## src/rtl/argmax_sequencer.sv

```systemverilog
// Sequential argmax back-end: streams NUM_CLASSES scores through one shared comparator and
// hands the winning class index out on a valid/ready port. Build macro ARGMAX_SIGNED_EN selects signed comparison.
module argmax_sequencer #(
    parameter int NUM_CLASSES = 10,
    parameter int SCORE_W     = 26,
    parameter int IDX_W       = 5
) (
    input  logic               clk,
    input  logic               rst,
    input  logic               start,
    input  logic               score_valid,
    input  logic [SCORE_W-1:0] score_data,
    output logic               score_ready,
    output logic               result_valid,
    input  logic               result_ready,
    output logic [IDX_W-1:0]   class_out,
    output logic [SCORE_W-1:0] max_score,
    output logic               busy,
    output logic [15:0]        image_count
);

    typedef enum logic [1:0] {
        ST_IDLE    = 2'd0,
        ST_COLLECT = 2'd1,
        ST_DONE    = 2'd2
    } state_t;

    localparam logic [IDX_W-1:0] LAST_SLOT  = IDX_W'(NUM_CLASSES - 1);
    localparam logic [IDX_W-1:0] NO_RESULT  = IDX_W'(15);
    localparam logic [IDX_W-1:0] SLOT_ZERO  = {IDX_W{1'b0}};

    state_t               state_r;
    logic [IDX_W-1:0]     slot_r;
    logic [IDX_W-1:0]     class_r;
    logic [SCORE_W-1:0]   max_r;
    logic [15:0]          image_count_r;
    logic                 score_ready_r;
    logic                 result_valid_r;
    logic                 busy_r;

    logic                 accept_s;
    logic                 last_s;
    logic                 take_s;
    logic                 handoff_s;

    // The single shared comparator; the build macro only changes how bits are interpreted.
    function automatic logic score_gt(input logic [SCORE_W-1:0] a, input logic [SCORE_W-1:0] b);
`ifdef ARGMAX_SIGNED_EN
        return $signed(a) > $signed(b);
`else
        return a > b;
`endif
    endfunction

    // Accept / compare / hand-off qualifiers derived from registered state.
    always_comb begin
        accept_s  = score_valid && score_ready_r;
        last_s    = (slot_r == LAST_SLOT);
        handoff_s = result_valid_r && result_ready;
        if (slot_r == SLOT_ZERO) begin
            take_s = 1'b1;
        end else begin
            take_s = score_gt(score_data, max_r);
        end
    end

    // Control FSM with registered handshake outputs and running-maximum datapath.
    always_ff @(posedge clk) begin
        if (rst) begin
            state_r        <= ST_IDLE;
            slot_r         <= SLOT_ZERO;
            class_r        <= NO_RESULT;
            max_r          <= {SCORE_W{1'b0}};
            image_count_r  <= 16'd0;
            score_ready_r  <= 1'b0;
            result_valid_r <= 1'b0;
            busy_r         <= 1'b0;
        end else begin
            case (state_r)
                ST_IDLE: begin
                    if (start) begin
                        state_r       <= ST_COLLECT;
                        slot_r        <= SLOT_ZERO;
                        score_ready_r <= 1'b1;
                        busy_r        <= 1'b1;
                    end
                end
                ST_COLLECT: begin
                    if (accept_s) begin
                        // Strict compare keeps the lower index on ties.
                        if (take_s) begin
                            max_r   <= score_data;
                            class_r <= slot_r;
                        end
                        slot_r <= slot_r + IDX_W'(1);
                        if (last_s) begin
                            state_r        <= ST_DONE;
                            score_ready_r  <= 1'b0;
                            result_valid_r <= 1'b1;
                        end
                    end
                end
                ST_DONE: begin
                    if (handoff_s) begin
                        state_r        <= ST_IDLE;
                        result_valid_r <= 1'b0;
                        busy_r         <= 1'b0;
                        image_count_r  <= image_count_r + 16'd1;
                    end
                end
                default: begin
                    state_r        <= ST_IDLE;
                    slot_r         <= SLOT_ZERO;
                    score_ready_r  <= 1'b0;
                    result_valid_r <= 1'b0;
                    busy_r         <= 1'b0;
                end
            endcase
        end
    end

    assign score_ready  = score_ready_r;
    assign result_valid = result_valid_r;
    assign class_out    = class_r;
    assign max_score    = max_r;
    assign busy         = busy_r;
    assign image_count  = image_count_r;

endmodule
```

## config.mk

```make
export PLATFORM = sky130hd
export DESIGN_NAME = argmax_sequencer
export DESIGN_NICKNAME = d
export VERILOG_FILES = /design/src/rtl/argmax_sequencer.sv
export SDC_FILE = /design/constraint.sdc
export NUM_CORES = 1
export LEC_CHECK = 0
export BUFFER_PORTS_ARGS = -buffer_cell sky130_fd_sc_hd__buf_2
export CAP_MARGIN = 10
export CORE_MARGIN = 2
export CORE_UTILIZATION = 32
export CTS_CLUSTER_DIAMETER = 40
export DETAILED_ROUTE_END_ITERATION = 8
export GPL_TIMING_DRIVEN = 0
export HOLD_SLACK_MARGIN = 0.06
export PLACE_DENSITY = 0.56
export SYNTH_ARGS = -nofsm -noshare
export SYNTH_HDL_FRONTEND = slang
export SYNTH_SLANG_ARGS = --single-unit
```

## constraint.sdc

```tcl
create_clock -name clk -period 3.81 [get_ports clk]
set_input_delay 0.381 -clock clk [delete_from_list [all_inputs] [get_ports clk]]
set_output_delay 0.381 -clock clk [all_outputs]
set_load 0.01 [all_outputs]
```

==> results.toml <==
[floorplan]
dieHeight_um = 104.7
num_rows = 36
initial_core_util = 0.3303
io_pins = 81
core_area_um2 = 9819
die_area_um2 = 10960
fp.dieW_um = 104.7

[power]
leakagePower_nw = 1.871
clockPowerShare = 0.414
switching_share = 0.2721
irDropWorstVdd_uv = 143.3
p_int_mw = 1.030
power_frac_seq = 0.445
p_comb_frac = 0.141
p_sw_uw = 385.1
p_per_area_nw_per_um2 = 353.0

[yosys]
synth-edff-count = 0
seq_area_frac_synth = 0.3519
synth_flop_cell = "dfxtp_1"
synth.avg_cell_area_um2 = 8.910
synth.ff_latch_count = 57
syn_inst = 364
syn_area_um2 = 3243
syn_nets = 425
yosysUniqueCellTypes = 37
yosys_warnings = 0
synthArstFlopShare = 0

[finish]
area_growth_pct = 23.61
nets = 515
antenna_cells = 0
fillerInstances = 1038
drive_gt1_frac = 0.2288
fin_area_um2 = 4009

[clock_network]
cts_tree = "yes"
hold_buffers = 0
clock_path_buffers = 2
worstSkewPairLatency_ps = 330
path_clk_slew_ps = 70
postCtsSetupBuffers = 0
cts_resized = 0
cts_buffers = 9
cts.sinks = 57
cts_max_level = 3
root_buffer = "clkbuf_8"

[global_route]
grt_pass1_wl_um = 12440
grt.total_usage = 0.1407
first_global_vias = 2664
grt_overflow_total = 0
grt_max_degree = 12
antenna_found_initial = 0

[detailed_routing]
met2_length_um = 3572
num_vias = 2720
drt-total-wl_um = 7374
first_pass_iters = 4
antenna_left = 0
drcViolationCount = 0
wl_met1_um = 3379
wire_per_inst_um = 12.46
viasPerCell = 4.595
top_layer = "met4"
drt_iter0_drc = 86
met3WireLength_um = 330

[setup_path]
worst-setup-path-type = "reg2reg"
arrival_ps = 2630
startpoint_type = "register"
cp.required_ps = 4060
crit_fanout = 10
end_kind = "register"

[placement]
place_congestion = 0.8022
place_area_um2 = 3805
hpwl_um = 5612
io_buffers = 79

[sta]
max_slew_margin = 0.6583
fmax_mhz = 419.8
finalSetupViolations = 0
finalHoldViolCount = 0
finalClockSkew_ps = 12.27
drv_slew = 0
period_needed_ps = 2382
tns_ps = 0
tightestPinTransition_ps = 512.5
rsz0062_at_grt = "false"
fin_crit_sh = 0.6252

[flow_run]
maxCapViolCount = 0

[hold_path]
min_path_type = "in2reg"

[outcome]
status = "finished, final reports clean"
## cells by family (layout without fill, tap and decap cells)
group / Yosys count / count (layout) / synth area share
AND/OR/NAND/NOR: 143 / 143 / 0.2473
flip-flops: 57 / 57 / 0.3519
buffers and inverters: 46 / 141 / 0.06366
AO/OA/AOI/OAI: 40 / 40 / 0.07948
multiplexers: 32 / 32 / 0.09877
adder cells (fa/ha/maj): 30 / 30 / 0.1157
XOR/XNOR: 16 / 16 / 0.04321
## per-layer routing
metal / track usage / vias to the layer above
li1: - / 1412
met1: 0.1725 / 1252
met2: 0.2372 / 48
met3: 0.03681 / 8
met4: 0.05143 / 0
met5: 0 / -
## path summary, 6_finish.rpt
kind / cells after the start / end / start / slack, ps
hold / removal: 3 / max_score[8] / score_data[8] / 310
setup / recovery: 9 / max_score[17] / max_score[19] / 1430
hold reg to reg: 2 / max_score[4] / max_score[4] / 490
setup reg to reg: 9 / max_score[17] / max_score[19] / 1430
## synthesized netlist by cell type, types with 10 or more instances
cell type / instances / share of area
a21oi_1: 19 / 0.029
clkbuf_1: 10 / 0.012
dfxtp_1: 57 / 0.35
ha_1: 30 / 0.12
inv_1: 32 / 0.037
mux2i_1: 32 / 0.099
nand2_1: 10 / 0.012
nand2b_1: 55 / 0.11
nand3_1: 11 / 0.017
nand4_1: 11 / 0.021
nor2_1: 36 / 0.042
xor2_1: 12 / 0.032
## critical path, cell delays in order (launching register included)
cell and delay (ps):
dfxtp_1 350, inv_1 50, ha_1 290, a21o_1 160
nand3_1 90, a21oi_1 80, or4_4 570, a2bb2oi_4 280
buf_8 200, mux2i_1 220
## cell type report
class,count,area [um2],share of cell area
Inverter,32,120.1,0.02996
Clock buffer,10,137.6,0.03433
Timing Repair Buffer,79,395.4,0.09863
Sequential cell,57,1141,0.2846
Multi-Input combinational cell,261,1896,0.4728
Tap cell,133,166.4,0.04151
Clock inverter,6,66.31,0.01654
Buffer,14,86.33,0.02154
## through the flow
step / setup slack, ps / hold WS [ps] / power, mW / utilization / cells
detailed placement: 1294 / 483.3 / 0.8460 / 0.3875 / 576
floorplan: 1633 / 486.0 / 0.7748 / - / 364
global route: 1242 / 294.5 / 1.493 / 0.4083 / 592
CTS: 1389 / 288.4 / 1.442 / 0.4083 / 592
finish: 1428 / 306.0 / 1.415 / 0.4083 / 592
global placement: 1335 / 472.2 / 0.8429 / 0.3875 / 576
## power by group through the flow
stage                     clock network [mW]  registers, mW  logic [mW]
after floorplan                            0          0.651       0.124
after global placement                     0          0.644       0.199
after detailed placement                   0          0.644       0.202
after CTS                              0.608          0.631       0.203
after global routing                   0.634          0.634       0.225
final                                  0.585          0.630       0.200
## state kept, by name, summed over array words and instances (netlist names)
name          flops
max_score        26
image_count      16
class_out         5
slot_r            5
state_r           2
busy              1
result_valid      1
score_ready       1
## cells in the final DEF (no fill, tap or decap), drive strengths merged, types with 2 or more instances in the layout
cell,instances
buf,83
dfxtp,57
nand2b,55
nor2,36
inv,33
mux2i,32
ha,30
clkbuf,20
a21oi,19
xor2,12
nand4,12
nand3,12
nand2,10
o21ai,7
nor3,5
a211oi,4
a21o,4
xnor2,4
and3,3
or3,3
clkinvlp,3
and2b,2
a2bb2oi,2
Power figures use the tool's default switching activity.
